File: src/rtl/delay_sched_pkg.sv
// Shared helpers for the delay scheduler: width calculation, latency clamp, reset latency.
package delay_sched_pkg;

    localparam int unsigned DEF_LAT_C = 4;

    // Bits needed to hold values 0..n-1 (minimum 1).
    function automatic int unsigned clog2_w(input int unsigned n);
        int unsigned w;
        w = 1;
        for (int unsigned i = 1; i < 32; i++) begin
            if ((32'd1 << i) < n) w = i + 1;
        end
        return w;
    endfunction

    // Force a requested latency into the legal range 1..max_lat.
    function automatic int unsigned clamp_lat(input int unsigned req, input int unsigned max_lat);
        if (req == 0) return 1;
        if (req > max_lat) return max_lat;
        return req;
    endfunction

endpackage

File: src/rtl/sync_fifo.sv
// Small synchronous FIFO with a registered head entry and occupancy count.
module sync_fifo
    import delay_sched_pkg::*;
#(
    parameter int unsigned DATA_WIDTH = 16,
    parameter int unsigned FIFO_DEPTH = 4,
    parameter int unsigned CNT_W      = clog2_w(FIFO_DEPTH + 1)
) (
    input  logic                  clk,
    input  logic                  rst,
    input  logic                  push_i,
    input  logic [DATA_WIDTH-1:0] push_data_i,
    input  logic                  pop_i,
    output logic                  out_valid_o,
    output logic [DATA_WIDTH-1:0] out_data_o,
    output logic [CNT_W-1:0]      count_o
);

    localparam int unsigned PTR_W = clog2_w(FIFO_DEPTH);

    logic [DATA_WIDTH-1:0] mem_q [FIFO_DEPTH];
    logic [PTR_W-1:0]      rd_ptr_q, rd_ptr_d;
    logic [PTR_W-1:0]      wr_ptr_q, wr_ptr_d;
    logic [CNT_W-1:0]      count_q, count_d;
    logic                  valid_q, valid_d;
    logic [DATA_WIDTH-1:0] head_q, head_d;
    logic                  pop_eff;
    logic                  full;

    assign pop_eff = pop_i && valid_q;
    assign full    = (count_q == CNT_W'(FIFO_DEPTH));

    // Next pointers/count and the entry that becomes the head after this edge.
    always_comb begin
        rd_ptr_d = rd_ptr_q + PTR_W'(pop_eff);
        wr_ptr_d = wr_ptr_q + PTR_W'(push_i);
        count_d  = count_q;
        if (push_i && !pop_eff) begin
            count_d = count_q + CNT_W'(1);
        end else if (!push_i && pop_eff) begin
            count_d = count_q - CNT_W'(1);
        end
        valid_d = (count_d != '0);
        head_d  = head_q;
        if (valid_d) begin
            // New head is the slot being written this edge only when the FIFO drains to it.
            if (push_i && (rd_ptr_d == wr_ptr_q)) begin
                head_d = push_data_i;
            end else begin
                head_d = mem_q[rd_ptr_d];
            end
        end
    end

    // Control and head registers.
    always_ff @(posedge clk or posedge rst) begin
        if (rst) begin
            rd_ptr_q <= '0;
            wr_ptr_q <= '0;
            count_q  <= '0;
            valid_q  <= 1'b0;
            head_q   <= '0;
        end else begin
            rd_ptr_q <= rd_ptr_d;
            wr_ptr_q <= wr_ptr_d;
            count_q  <= count_d;
            valid_q  <= valid_d;
            head_q   <= head_d;
        end
    end

    // Storage array; contents are meaningless until written.
    always_ff @(posedge clk) begin
        if (push_i) mem_q[wr_ptr_q] <= push_data_i;
    end

    // Upstream must never push into a full FIFO unless a pop frees a slot.
    assert property (@(posedge clk) disable iff (rst) !(push_i && full && !pop_eff));

    assign out_valid_o = valid_q;
    assign out_data_o  = head_q;
    assign count_o     = count_q;

endmodule

File: src/rtl/delay_sched_ctrl.sv
// Credit-controlled variable-latency delay line feeding an output FIFO.
module delay_sched_ctrl
    import delay_sched_pkg::*;
#(
    parameter int unsigned DATA_WIDTH = 16,
    parameter int unsigned MAX_LAT    = 32,
    parameter int unsigned DEF_LAT    = DEF_LAT_C,
    parameter int unsigned FIFO_DEPTH = 4,
    parameter int unsigned LAT_W      = clog2_w(MAX_LAT + 1),
    parameter int unsigned CNT_W      = clog2_w(MAX_LAT + FIFO_DEPTH + 1)
) (
    input  logic                  clk,
    input  logic                  rst,
    input  logic                  in_valid,
    output logic                  in_ready,
    input  logic [DATA_WIDTH-1:0] in_data,
    output logic                  out_valid,
    input  logic                  out_ready,
    output logic [DATA_WIDTH-1:0] out_data,
    input  logic                  flush,
    input  logic                  cfg_lat_we,
    input  logic [LAT_W-1:0]      cfg_lat,
    output logic                  cfg_busy,
    output logic [LAT_W-1:0]      cur_lat,
    output logic [CNT_W-1:0]      inflight
);

    localparam int unsigned IDX_W  = clog2_w(MAX_LAT);
    localparam int unsigned FCNT_W = clog2_w(FIFO_DEPTH + 1);

    logic [MAX_LAT-1:0]    vld_q, vld_d;
    logic [DATA_WIDTH-1:0] data_q [MAX_LAT];
    logic [CNT_W-1:0]      inflight_q, inflight_d;
    logic [LAT_W-1:0]      cur_lat_q, cur_lat_d;
    logic [LAT_W-1:0]      pend_lat_q, pend_lat_d;
    logic                  cfg_busy_q, cfg_busy_d;

    logic [IDX_W-1:0]      tap_idx;
    logic                  tap_vld;
    logic [DATA_WIDTH-1:0] tap_data;
    logic                  fifo_push;
    logic [FCNT_W-1:0]     fifo_count;
    logic [CNT_W-1:0]      occupancy;
    logic                  accept;

    assign tap_idx   = IDX_W'(cur_lat_q - LAT_W'(1));
    assign tap_vld   = vld_q[tap_idx];
    assign tap_data  = data_q[tap_idx];
    assign fifo_push = tap_vld && !flush;

    // Admit only when a FIFO slot is reserved for every item already committed.
    assign occupancy = CNT_W'(fifo_count) + inflight_q;
    assign in_ready  = (occupancy < CNT_W'(FIFO_DEPTH)) && !flush && !cfg_busy_q && !rst;
    assign accept    = in_valid && in_ready;

    // Next-state for stage valids, in-flight count and latency reconfiguration.
    always_comb begin
        vld_d      = '0;
        inflight_d = inflight_q;
        cur_lat_d  = cur_lat_q;
        pend_lat_d = pend_lat_q;
        cfg_busy_d = cfg_busy_q;

        // The tap consumes its item, so stages at or beyond cur_lat never hold a valid bit.
        vld_d[0] = accept;
        for (int k = 0; k < MAX_LAT - 1; k++) begin
            vld_d[k+1] = vld_q[k] && (LAT_W'(k + 1) < cur_lat_q) && !flush;
        end

        if (flush) begin
            inflight_d = '0;
        end else if (accept && !tap_vld) begin
            inflight_d = inflight_q + CNT_W'(1);
        end else if (!accept && tap_vld) begin
            inflight_d = inflight_q - CNT_W'(1);
        end

        // Latency only changes once the delay line is empty.
        if (cfg_lat_we) begin
            pend_lat_d = LAT_W'(clamp_lat(32'(cfg_lat), MAX_LAT));
            cfg_busy_d = 1'b1;
        end else if (cfg_busy_q && (inflight_q == '0)) begin
            cur_lat_d  = pend_lat_q;
            cfg_busy_d = 1'b0;
        end
    end

    // Control state registers.
    always_ff @(posedge clk or posedge rst) begin
        if (rst) begin
            vld_q      <= '0;
            inflight_q <= '0;
            cur_lat_q  <= LAT_W'(DEF_LAT);
            pend_lat_q <= LAT_W'(DEF_LAT);
            cfg_busy_q <= 1'b0;
        end else begin
            vld_q      <= vld_d;
            inflight_q <= inflight_d;
            cur_lat_q  <= cur_lat_d;
            pend_lat_q <= pend_lat_d;
            cfg_busy_q <= cfg_busy_d;
        end
    end

    // Payload shift; qualified by the stage valid bits.
    always_ff @(posedge clk) begin
        data_q[0] <= in_data;
        for (int k = 1; k < MAX_LAT; k++) begin
            data_q[k] <= data_q[k-1];
        end
    end

    assert property (@(posedge clk) disable iff (rst) inflight_q <= CNT_W'(MAX_LAT + FIFO_DEPTH));
    assert property (@(posedge clk) disable iff (rst) !(tap_vld && !accept && !flush && (inflight_q == '0)));

    sync_fifo #(
        .DATA_WIDTH (DATA_WIDTH),
        .FIFO_DEPTH (FIFO_DEPTH),
        .CNT_W      (FCNT_W)
    ) u_out_fifo (
        .clk         (clk),
        .rst         (rst),
        .push_i      (fifo_push),
        .push_data_i (tap_data),
        .pop_i       (out_ready),
        .out_valid_o (out_valid),
        .out_data_o  (out_data),
        .count_o     (fifo_count)
    );

    assign cfg_busy = cfg_busy_q;
    assign cur_lat  = cur_lat_q;
    assign inflight = inflight_q;

endmodule

File: config.mk
export PLATFORM = sky130hd
export DESIGN_NAME = delay_sched_ctrl
export DESIGN_NICKNAME = d
export VERILOG_FILES = /design/src/rtl/delay_sched_pkg.sv /design/src/rtl/sync_fifo.sv /design/src/rtl/delay_sched_ctrl.sv
export SDC_FILE = /design/constraint.sdc
export NUM_CORES = 1
export LEC_CHECK = 0
export CORE_MARGIN = 2
export CORE_UTILIZATION = 57
export CTS_BUF_LIST = sky130_fd_sc_hd__clkbuf_4
export DETAILED_ROUTE_END_ITERATION = 6
export PLACE_DENSITY = 0.78
export SLEW_MARGIN = 20
export SYNTH_ARGS = -nofsm -noshare
export SYNTH_HDL_FRONTEND = slang
export SYNTH_HIERARCHICAL = 1
export SYNTH_SLANG_ARGS = --single-unit
File: constraint.sdc
create_clock -name clk -period 4.35 [get_ports clk]
set_input_delay 1.305 -clock clk [delete_from_list [all_inputs] [get_ports clk]]
set_output_delay 1.305 -clock clk [all_outputs]
set_load 0.03 [all_outputs]
Yosys cells after proc, flatten, opt, wreduce, memory -nomap -nowiden
Memory sizes are Yosys's and may differ from the RTL's. A register that Yosys moved wholly into a read port is not among the register bits.
Cells that the tools add are included.

storage, ports and cells
  register bits = 59
  RAM bits = 576
  input bits = 28
  output and inout bits = 31
  word-level logic and storage cells = 160
  memories kept = 2

memory list
  memory            depth  width  read ports  clocked after memory_dff  wr ports  RTL line                source
  data_q            32     16     32          0                         32        delay_sched_ctrl.sv:32  logic [DATA_WIDTH-1:0] data_q [MAX_LAT];
  u_out_fifo.mem_q  4      16     1           1                         1         sync_fifo.sv:21         logic [DATA_WIDTH-1:0] mem_q [FIFO_DEPTH];

operators by class
  $add $sub $neg = 8
  magnitude comparators = 34
  muxes and demuxes = 20
  bitwise logic cells = 1
  reductions and logical operators = 86

operators with widths
  operator             number
  $lt 5x6->1 const A   16
  $logic_and 1x1->1    73
  $lt 4x6->1 const A   8
  $mux 6               6
  $lt 3x6->1 const A   4
  $logic_not 6->1      2
  $lt 2x6->1 const A   2
  $mux 1               11
  $logic_not 1->1      7
  $add 3x6->6          1
  $add 6x1->6 const B  1
  $gt 6x6->1 const B   1
  $lt 1x6->1 const A   1
  $lt 5x6->1 const B   1
  $lt 6x3->1 const B   1
  $mux 3               2
  $reduce_bool 3->1    2
  $sub 6x1->6 const B  1
  $bmux 1 s5           1
  $sub 5x1->5 const B  1
  $add 2x1->2          2
  $add 3x1->3 const B  1
  $sub 3x1->3 const B  1
  $reduce_and 2->1     1
  2 further kinds      2

Depth between registers and ports, before layout
Gate-level depths: netlist of the first run.

  word-level depth = 11
  mapped depth = 19

Cells and area by module
The synthesis of the first run kept the hierarchy.

modules (own cells, without submodules)
  module            times used  cells an instance  area an instance (um^2)  sequential area each (um^2)
  delay_sched_ctrl  1           1,008              17,001.3                 11,528.6
  sync_fifo         1           178                3,653.5                  2,522.4

Worst setup path after synthesis of the first run
OpenSTA, ideal clock, no wires.

  path kind = reg-to-reg
  start point = reg cur_lat_q[0] (netlist: cur_lat[0])
  end point = mem u_out_fifo.mem_q[0][0], enable pin
  arrival time = 3,990 ps
  slack = -53 ps
  stages on the path, launching flop included = 12
  path buffers = 2
  cells stage by stage = dfrtp_1 > buf_2 > inv_1 > ha_1 > xor2_1 > a2111oi_1 > or4bb_1 > o22ai_2 > nor2_1 > nor2_1 > buf_4 > nor3b_1

on the way
  longest elaborated chain between the ends = 6

RTL lines
  what                          RTL line                source
  start: declaration            delay_sched_ctrl.sv:34  logic [LAT_W-1:0] cur_lat_q, cur_lat_d;
  start signal: assignment      delay_sched_ctrl.sv:93  cur_lat_q <= LAT_W'(DEF_LAT);
  start signal: assignment      delay_sched_ctrl.sv:99  cur_lat_q <= cur_lat_d;
  $sub 5x1->5                   delay_sched_ctrl.sv:46  assign tap_idx = IDX_W'(cur_lat_q - LAT_W'(1));
  $bmux 1 s5                    delay_sched_ctrl.sv:47  assign tap_vld = vld_q[tap_idx];
  $mux 1 (not written as such)  delay_sched_ctrl.sv:47
  $logic_and 1x1->1             delay_sched_ctrl.sv:49  assign fifo_push = tap_vld && !flush;
  net fifo_push                 delay_sched_ctrl.sv:41  logic fifo_push;
  $mux 1                        sync_fifo.sv:74         if (push_i) mem_q[wr_ptr_q] <= push_data_i;
  $mux 1 (not written as such)  sync_fifo.sv:74
  end: declaration              sync_fifo.sv:21

The timed path passes the listed nets, and every way through them passes these cells. The select of a mux whose other input is x is not followed.

Worst setup path after layout of the first run
  start point = reg cur_lat_q[0] (netlist: cur_lat[0])
  end point = reg inflight_q[5] (netlist: inflight[5])

on the way
  longest elaborated chain between the ends = 7
  elaborated cells between the ends (all ways) = 9

RTL lines
  what                            RTL line                source
  $sub 5x1->5 *                   delay_sched_ctrl.sv:46
  $bmux 1 s5 *                    delay_sched_ctrl.sv:47
  $mux 1 (not written as such) *  delay_sched_ctrl.sv:47
  $logic_not 1->1                 delay_sched_ctrl.sv:72  end else if (accept && !tap_vld) begin
  $logic_and 1x1->1               delay_sched_ctrl.sv:72
  $mux 6                          delay_sched_ctrl.sv:72
  $mux 6                          delay_sched_ctrl.sv:70  if (flush) begin
  end signal: assignment          delay_sched_ctrl.sv:98  inflight_q <= inflight_d;
  end: declaration                delay_sched_ctrl.sv:33  logic [CNT_W-1:0] inflight_q, inflight_d;

Mark *: on every way between the ends. The rest lies on a longest branch, timed or not. The select of a mux whose other input is x is not followed.
A chain may end at the register's enable or synchronous reset.

==> impl_metrics.json, run 1 <==
{
  "outcome": "finished with violations",
  "violations": "design-rule violations",
  "nFillCells": 2436,
  "hold_end": "data_q[12][1]",
  "coreArea_um2": 35700,
  "crit_fanout": 7,
  "grt_pass1_vias": 11600,
  "numCtsBuffers": 156,
  "p_leak_nw": 9.46,
  "clk_latency_ps": 790,
  "synth_compound_area_share_pct": 2.50,
  "root_buffer": "clkbuf_4",
  "cp_num_buf_inv": 1,
  "slowest_delay_ps": 550,
  "fin_crit_ps": 4060,
  "area_growth_pct": 15.3,
  "fp-row-count": 69,
  "drtPass1Iterations": 7,
  "reg2reg_from": "cur_lat[0]",
  "track_usage_pct": 18.9,
  "fin_area_um2": 23800,
  "end_kind": "flip-flop",
  "drv_slew": 0,
  "cts_tree": "done",
  "num_vias": 10500,
  "place_ws_ps": 39.3,
  "drtIter0Drc": 565,
  "setup_ws_ps": 290,
  "slew-limit-headroom_pct": 36.1,
  "synthCells": 1186,
  "hp-start": "data_q[11][1]",
  "port_buffers": 58,
  "antenna_found_initial": 1,
  "drc": 3,
  "r2r_slack_ps": 290,
  "synth_flop_cell": "dfxtp_1",
  "arrival_ps": 4710,
  "ctsLongestPathBuffers": 3,
  "cts-resized-gates": 0,
  "ir_drop_v": 0.000767,
  "cp-start-kind": "flip-flop",
  "hold_viol": 0,
  "critical_path_required_ps": 5000,
  "hpwl_mm": 21.1,
  "synth_edf_count": 64,
  "die_x_um": 194,
  "drv_cap": 0,
  "wirelength_mm": 33.8,
  "syn-num-nets": 1227,
  "rsz0062_at_grt": "false",
  "overflow": 0,
  "synth_top_family_by_area": "multiplexers",
  "reg2reg_depth": 15,
  "final_nets": 1414,
  "path_class": "reg -> reg",
  "ant_nets": 0,
  "hold_buffers": 0,
  "syn-cell-area_um2": 20700,
  "crit_path_top_delay_cell": "or4bb_1",
  "timing.fmax_mhz": 246,
  "dieArea_um2": 37800,
  "routedWlPerCell_um": 17.4,
  "synth_simple_gate_area_share_pct": 3.05,
  "placed_cell_area_um2": 21800,
  "gp_congestion": 0.826,
  "ys_ff_latch": 651,
  "cts_max_level": 4,
  "p_int_mw": 14.1,
  "grt_max_degree": 117,
  "powerDensity_nw_per_um2": 884,
  "vias_per_cell": 5.37,
  "swShare_pct": 33.0,
  "pin_count": 59,
  "clk_pin_slew_ps": 60,
  "post-cts-setup-buffers": 0,
  "muxShareOfSynthArea_pct": 23.0,
  "worstPathCellList": "inv_1 > ha_4 > xor2_1 > a2111oi_1 > or4bb_1 > o22ai_2 > nor2_1 > nand2_1 > ha_1 > a21o_1 > a21oi_1 > o21bai_1 > a21oi_1 > mux2i_1 > mux2_1",
  "cts_sinks": 651,
  "synth-xor-area-share_pct": 0.757,
  "total_switching_power_mw": 6.94,
  "drive_above_1_share_pct": 35.8,
  "p_seq_share_pct": 36.0,
  "ys_warn_count": 6,
  "grt_pass1_wl_mm": 56.9,
  "skew_ps": 47.4,
  "r2r-end": "inflight[5]",
  "crit_path_frequent_cell": "a21oi_1",
  "worst_hold_path_type": "reg -> reg",
  "start_util_pct": 57.9,
  "synthAdderAreaFrac_pct": 0.824,
  "cp_top_family": "compound AO/OA/AOI/OAI gates",
  "async_flop_share_pct": 11.5,
  "setup_violations": 0,
  "synth_cell_types": 71,
  "fin_tns_setup_ps": 0,
  "avgSynthCellArea_um2": 17.4,
  "fin_crit_sh_pct": 93.3,
  "tightest_slew_ps": 958,
  "p_clk_share_pct": 22.8,
  "ys_seq_area_share_pct": 68.0,
  "fp.dieH_um": 194,
  "pwr-share-comb_pct": 41.2,
  "min_path_cells": 0
}
## metal layers
metal / GRT usage, % / vias up / share of wire (%)
met4: 8.29 / 0 / 2.0
li1: - / 4916 / -
met3: 4.23 / 65 / 4.4
met2: 29.9 / 239 / 47
met5: 0 / - / 0
met1: 25.4 / 5246 / 47
## sequential cells by signal (all words and copies together), names as in the netlist
register	count
vld_q	32
data_q	512
u_out_fifo/rd_ptr_q	2
inflight	6
u_out_fifo/out_data_o	16
cur_lat	6
u_out_fifo/out_valid_o	1
u_out_fifo/wr_ptr_q	2
cfg_busy	1
u_out_fifo/mem_q	64
pend_lat_q	6
u_out_fifo/count_o	3
## worst max-delay path by stage
| stage | start | endpoint | slack, ps | cells past startpoint |
|---|---|---|---|---|
| 2_1_floorplan | flush | inflight[5] | 160 | 12 |
| 3_3_place_gp | flush | inflight[5] | 110 | 13 |
| 3_5_place_dp | rst | inflight[5] | 40 | 13 |
| 4_1_cts | inflight[2] | in_ready | 320 | 5 |
| 5_1_grt | cur_lat[0] | inflight[5] | 60 | 15 |
| 6_report | cur_lat[0] | inflight[5] | 290 | 15 |
## kinds of logic after synthesis
group,Yosys count
AOI/OAI and AO/OA,78
xor gates and xnor gates,14
adders and majority gates,13
buffers and inverters,79
DFF,651
muxes,242
and+or+nand+nor,109
## synth_stat cells (all sizes together), types with 3 or more instances
master	count	area (um^2)
o211a	3	30.0
a2111oi	6	60.1
ha	12	150
nor2b	8	50.1
a21o	3	22.5
mux2	54	649
nand2	20	77.6
a21oi	28	144
mux4	176	3980
edfxtp	64	1920
buf	42	246
a31oi	5	31.3
o21ai	20	100
nor3b	11	87.6
xor2	4	53.8
xnor2	10	103
nor3	6	40.0
inv	21	78.8
mux2i	12	120
nand3b	5	37.5
nor2	23	88.8
dfxtp	512	10200
dfrtp	73	1830
nand3	14	82.6
clkbuf	16	60.1
nand2b	7	43.8
## through the flow
step	power [mW]	hold slack [ps]	utilization (%)	cells
after global placement	16.3	327	61.2	1676
after floorplan	14.0	326	-	1186
final	21.0	319	66.8	1949
after detailed placement	16.4	332	61.2	1676
after global routing	22.2	305	66.8	1949
after CTS	21.3	310	66.8	1948
## power by group through the flow
stage / clock network, mW / registers [mW] / logic, mW
floorplan: 0 / 7.82 / 6.22
global placement: 0 / 7.67 / 8.62
detailed placement: 0 / 7.71 / 8.74
CTS: 4.96 / 7.58 / 8.77
global route: 5.27 / 7.65 / 9.29
finish: 4.80 / 7.57 / 8.68
## cells in the final DEF, fill, tap and decap left out, types with 5 or more instances in the layout
cell type and n:
dfxtp_1 512, clkbuf_4 238, mux4_2 173, dfrtp_1 72, edfxtp_1 64, clkdlybuf4s50_1 57, mux2_2 42, a21oi_1 27
clkinv_1 25, buf_4 25, nor2_1 22, o21ai_0 20, nand2_1 19, inv_1 17, nand3_1 13, mux2i_1 12
mux2_4 11, ha_1 11, inv_2 9, nor2b_1 8, nor3b_1 8, nand2b_1 7, xnor2_1 6, a31oi_1 5
nand3b_1 5, buf_12 5
## final cells by class
class	count	area (um^2)	area share (%)
sequential	651	14100	59.0
multi-input combinational	456	6270	26.3
clock buffer	238	1790	7.50
timing repair buffer	87	858	3.61
tap	461	577	2.42
clock inverter	34	183	0.767
inverter	21	78.8	0.331
antenna	1	2.50	0.0105
Power figures use the tool's default switching activity.
==> run 2, diff against run 1 <==
--- a/config.mk
+++ b/config.mk
@@ -9,6 +9,7 @@
 export CORE_UTILIZATION = 57
 export CTS_BUF_LIST = sky130_fd_sc_hd__clkbuf_4
 export DETAILED_ROUTE_END_ITERATION = 6
+export GPL_TIMING_DRIVEN = 0
 export PLACE_DENSITY = 0.78
 export SLEW_MARGIN = 20
 export SYNTH_ARGS = -nofsm -noshare
==> impl_metrics.json, run 2 (synthesized netlist as in run 1, its figures left out) <==
{
  "cts_sinks": 651,
  "hold_buffers": 0,
  "start_util_pct": 57.9,
  "ant_nets": 0,
  "drive_above_1_share_pct": 36.8,
  "gp_congestion": 0.863,
  "final_cell_mix": "dfxtp_1 (512), clkbuf_4 (235), mux4_2 (173), dfrtp_1 (72), edfxtp_1 (64)",
  "clk_pin_slew_ps": 70,
  "worst_hold_path_type": "reg -> reg",
  "antenna_found_initial": 1,
  "drc": 3,
  "violations": "design-rule violations",
  "dieArea_um2": 37800,
  "top_register": "data_q",
  "crit_fanout": 5,
  "largest_reg_flops": 512,
  "powerDensity_nw_per_um2": 900,
  "fin_util_pct": 67.4,
  "hold_viol": 0,
  "slowest_delay_ps": 440,
  "drtPass1Iterations": 7,
  "root_buffer": "clkbuf_4",
  "rsz0062_at_grt": "false",
  "die_x_um": 194,
  "drv_slew": 0,
  "setup_violations": 0,
  "r2r_slack_ps": 200,
  "cts_tree": "done",
  "ctsLongestPathBuffers": 3,
  "reg.largest.list": "data_q: 512 flops, u_out_fifo/mem_q: 64 flops, vld_q: 32 flops",
  "p_int_mw": 14.2,
  "skew_ps": 86.5,
  "final_nets": 1446,
  "path_class": "reg -> out",
  "critical_path_required_ps": 3040,
  "numCtsBuffers": 156,
  "drv_cap": 0,
  "finalPower_mw": 21.6,
  "area_growth_pct": 16.4,
  "routedWlPerCell_um": 18.7,
  "swShare_pct": 34.2,
  "cts_max_level": 4,
  "crit_path_top_delay_cell": "dfrtp_1",
  "cp-start-kind": "flip-flop",
  "grt_max_degree": 35,
  "drtIter0Drc": 421,
  "reg2reg_depth": 17,
  "port_buffers": 58,
  "clk_latency_ps": 860,
  "num_vias": 10600,
  "fin_crit_ps": 4200,
  "placed_cell_area_um2": 21900,
  "timing.fmax_mhz": 238,
  "endpoint": "in_ready",
  "fp-row-count": 69,
  "layout_commonest_cell": "dfxtp_1",
  "grt_pass1_vias": 11300,
  "pin_count": 59,
  "overflow": 0,
  "pwr-share-comb_pct": 42.5,
  "reg2reg_from": "cur_lat[0]",
  "arrival_ps": 2890,
  "fin_crit_sh_pct": 96.5,
  "p_clk_share_pct": 22.6,
  "wirelength_mm": 37.1,
  "total_switching_power_mw": 7.39,
  "ir_drop_v": 0.000369,
  "nFillCells": 2380,
  "fp.dieH_um": 194,
  "outcome": "finished with violations",
  "hpwl_mm": 25.6,
  "slew-limit-headroom_pct": 35.8,
  "fin_area_um2": 24000,
  "coreArea_um2": 35700,
  "p_leak_nw": 9.59,
  "cp-startpoint": "inflight[2]",
  "p_seq_share_pct": 34.9,
  "vias_per_cell": 5.34,
  "r2r-end": "inflight[5]",
  "end_kind": "primary output",
  "worstPathCellList": "ha_1 > or4_1 > a211o_1 > a221oi_2 > dlygate4sd2_1",
  "grt_pass1_wl_mm": 59.5,
  "tightest_slew_ps": 962,
  "track_usage_pct": 20.6
}
[run 2: changes by cell type in the layout (fill, tap and decap cells not counted), moves of 3 or more]
cell      before  now
inv_2          9    5
inv_6          0    4
buf_4         25    4
clkbuf_1       0   13
buf_2          0   30
clkinv_4       0    6
buf_6          0    7
clkbuf_4     238  235
[run 2: cell type report]
type | instances | area [um^2] | area share, %
Sequential cell | 651 | 14100 | 58.5
Multi-Input combinational cell | 456 | 6300 | 26.2
Clock buffer | 234 | 1760 | 7.31
Timing Repair Buffer | 62 | 646 | 2.69
Tap cell | 461 | 577 | 2.40
Buffer | 57 | 343 | 1.43
Clock inverter | 44 | 275 | 1.15
Inverter | 21 | 78.8 | 0.328
Antenna cell | 1 | 2.50 | 0.0104
[run 2: what timing repair did]
action | 4_1_cts | 5_1_grt
gates resized for setup | 24 | 9
pin swaps | 1 | 1
setup buffers | 1 | 0
setup endpoints to repair | 117 | 17
[run 2: critical path, delay by kind of cell (launching register included)]
kind                       cells  cell delay, ps
AOI/OAI and AO/OA              2             580
adders and majority gates      1             250
buffers and inverters          1             430
DFF                            1             440
and+or+nand+nor                1             410
[run 2: metrics by stage]
stage               setup slack (ps)  setup TNS [ps]  hold slack (ps)  std cells
global route                    25.8               0              300       1987
floorplan                        164               0              326       1186
detailed placement              -737          -33470              331       1708
CTS                             35.9               0              292       1987
finish                           152               0              295       1987
global placement                -720          -52750              327       1705
[run 2: layer usage]
| metal | up-vias | share of wire, % | track usage (%) |
|---|---|---|---|
| met5 | - | 0 | 0 |
| met1 | 5344 | 45 | 26.8 |
| li1 | 4985 | - | - |
| met4 | 0 | 2.0 | 8.23 |
| met2 | 244 | 49 | 32.9 |
| met3 | 41 | 4.8 | 5.92 |
[run 2: worst min-delay path by stage]
stage                    endpoint  slack [ps]  depth (start not counted)     startpoint
floorplan           data_q[10][0]         330                          0   data_q[9][0]
global placement    data_q[11][9]         330                          0  data_q[10][9]
detailed placement  data_q[30][0]         330                          0  data_q[29][0]
CTS                 data_q[22][5]         290                          0  data_q[21][5]
global route        data_q[22][5]         300                          0  data_q[21][5]
finish              data_q[14][2]         300                          0  data_q[13][2]
[run 2: power by group through the flow]
stage	Sequential, mW	Clock (mW)	Combinational (mW)
final	7.55	4.89	9.19
after global routing	7.62	5.37	9.80
after CTS	7.56	5.05	9.20
after detailed placement	7.69	0	9.04
after global placement	7.63	0	8.82
after floorplan	7.82	0	6.22
==> run 3, diff against run 2 <==
--- a/config.mk
+++ b/config.mk
@@ -6,11 +6,12 @@
 export NUM_CORES = 1
 export LEC_CHECK = 0
 export CORE_MARGIN = 2
-export CORE_UTILIZATION = 57
+export CORE_UTILIZATION = 30
 export CTS_BUF_LIST = sky130_fd_sc_hd__clkbuf_4
 export DETAILED_ROUTE_END_ITERATION = 6
 export GPL_TIMING_DRIVEN = 0
-export PLACE_DENSITY = 0.78
+export PLACE_DENSITY = 0.46
+export REMOVE_ABC_BUFFERS = 1
 export SLEW_MARGIN = 20
 export SYNTH_ARGS = -nofsm -noshare
 export SYNTH_HDL_FRONTEND = slang
==> impl_metrics.json, run 3 (synthesized netlist as in run 1, its figures left out) <==
{
  "coreArea_um2": 68300,
  "end_kind": "primary output",
  "min_path_cells": 0,
  "drc": 0,
  "hpwl_mm": 23.5,
  "area_growth_pct": 20.6,
  "top_register": "data_q",
  "start_util_pct": 30.2,
  "nFillCells": 6474,
  "cts_tree": "done",
  "num_vias": 10700,
  "setup_violations": 0,
  "drv_slew": 0,
  "hold_viol": 0,
  "crit_path_top_delay_cell": "dfrtp_1",
  "overflow": 0,
  "path_class": "reg -> out",
  "hold_slack_ps": 324,
  "fin_tns_setup_ps": 0,
  "grt_pass1_wl_mm": 63.6,
  "p_leak_nw": 9.68,
  "timing.fmax_mhz": 239,
  "clk_latency_ps": 970,
  "tightest_slew_ps": 852,
  "final_cell_mix": "dfxtp_1 (512), clkbuf_4 (253), mux4_2 (173), dfrtp_1 (71), edfxtp_1 (64)",
  "worst_hold_path_type": "reg -> reg",
  "largest_reg_flops": 512,
  "ctsLongestPathBuffers": 3,
  "cts_sinks": 651,
  "fin_crit_sh_pct": 96.1,
  "ant_nets": 0,
  "fin_area_um2": 24900,
  "track_usage_pct": 11.6,
  "routedWlPerCell_um": 16.2,
  "slowest_delay_ps": 460,
  "skew_ps": 62.2,
  "slew-limit-headroom_pct": 43.0,
  "setup_ws_ps": 168,
  "reg2reg_depth": 15,
  "vias_per_cell": 4.46,
  "grt_max_degree": 47,
  "crit_fanout": 5,
  "port_buffers": 58,
  "numCtsBuffers": 168,
  "clk_pin_slew_ps": 60,
  "wirelength_mm": 38.9,
  "outcome": "completed",
  "grt_pass1_vias": 11800,
  "drtIter0Drc": 484,
  "fp-row-count": 96,
  "place_ws_ps": -1570,
  "drv_cap": 0,
  "die_x_um": 266,
  "gp_congestion": 0.719,
  "antenna_found_initial": 2,
  "hold_buffers": 0,
  "root_buffer": "clkbuf_4",
  "critical_path_required_ps": 3040,
  "placed_cell_area_um2": 22500,
  "arrival_ps": 2880,
  "drive_above_1_share_pct": 37.6,
  "ir_drop_v": 0.000440,
  "reg.largest.list": "data_q: 512 flops, u_out_fifo/mem_q: 64 flops, vld_q: 32 flops",
  "fin_crit_ps": 4180,
  "pin_count": 59,
  "cp-start-kind": "flip-flop",
  "fp.dieH_um": 266,
  "layout_commonest_cell": "dfxtp_1",
  "worstPathCellList": "ha_1 > or4_1 > a211o_1 > a221oi_2 > buf_2",
  "powerDensity_nw_per_um2": 895,
  "fin_util_pct": 36.5,
  "dieArea_um2": 71000,
  "drtPass1Iterations": 4,
  "cts_max_level": 4,
  "final_nets": 1429
}
## run 3: final timing paths
kind                                                  to      startpoint  slack, ps
worst min register to register            data_q[24][15]  data_q[23][15]        320
worst max register to register  u_out_fifo/out_data_o[6]      cur_lat[1]        240
min in group asynchronous                  pend_lat_q[1]             rst        750
worst max-delay path                            in_ready     inflight[2]        170
worst min-delay path                      data_q[24][15]  data_q[23][15]        320
max in group asynchronous                      vld_q[19]             rst       3050
## run 3: cell type report
type                       instances  area [um^2]  share of cell area (%)
antenna                            3         7.51                  0.0301
clock buffer                     253         1900                    7.62
clock inverter                    44          317                    1.27
inverter                          21         78.8                   0.316
multi-input combinational        456         6350                    25.5
sequential                       651        14100                    56.4
tap                              882         1100                    4.43
timing repair buffer              90         1100                    4.43
## run 3: where the power goes
group | switching [mW] | internal (mW)
Clock | 2.40 | 2.94
Combinational | 4.52 | 4.74
Sequential | 0.444 | 7.25
## run 3: stage by stage
step | power (mW) | cells
3_3_place_gp | 14.8 | 2068
4_1_cts | 22.8 | 2397
2_1_floorplan | 14.3 | 1128
3_5_place_dp | 17.1 | 2093
6_report | 22.3 | 2400
5_1_grt | 23.8 | 2400
## run 3: per-layer routing
metal	up-vias	GRT usage, %	share of wire, %
li1	4948	-	-
met5	-	0	0
met4	0	6.70	2.9
met3	87	3.36	4.9
met1	5439	15.1	47
met2	227	17.3	46
## run 3: worst max-delay path, delay by kind of cell, from the launching register on
| family | cells | cell delay [ps] |
|---|---|---|
| buffers and inverters | 1 | 240 |
| and+or+nand+nor | 1 | 390 |
| DFF | 1 | 460 |
| AOI/OAI and AO/OA | 2 | 570 |
| adders and majority gates | 1 | 250 |
## run 3: what timing repair did
action,in CTS,in global routing
setup buffers,7,0
endpoints found under the setup margin,91,17
pin swaps,2,2
gates resized for setup,13,9
cloned,0,0
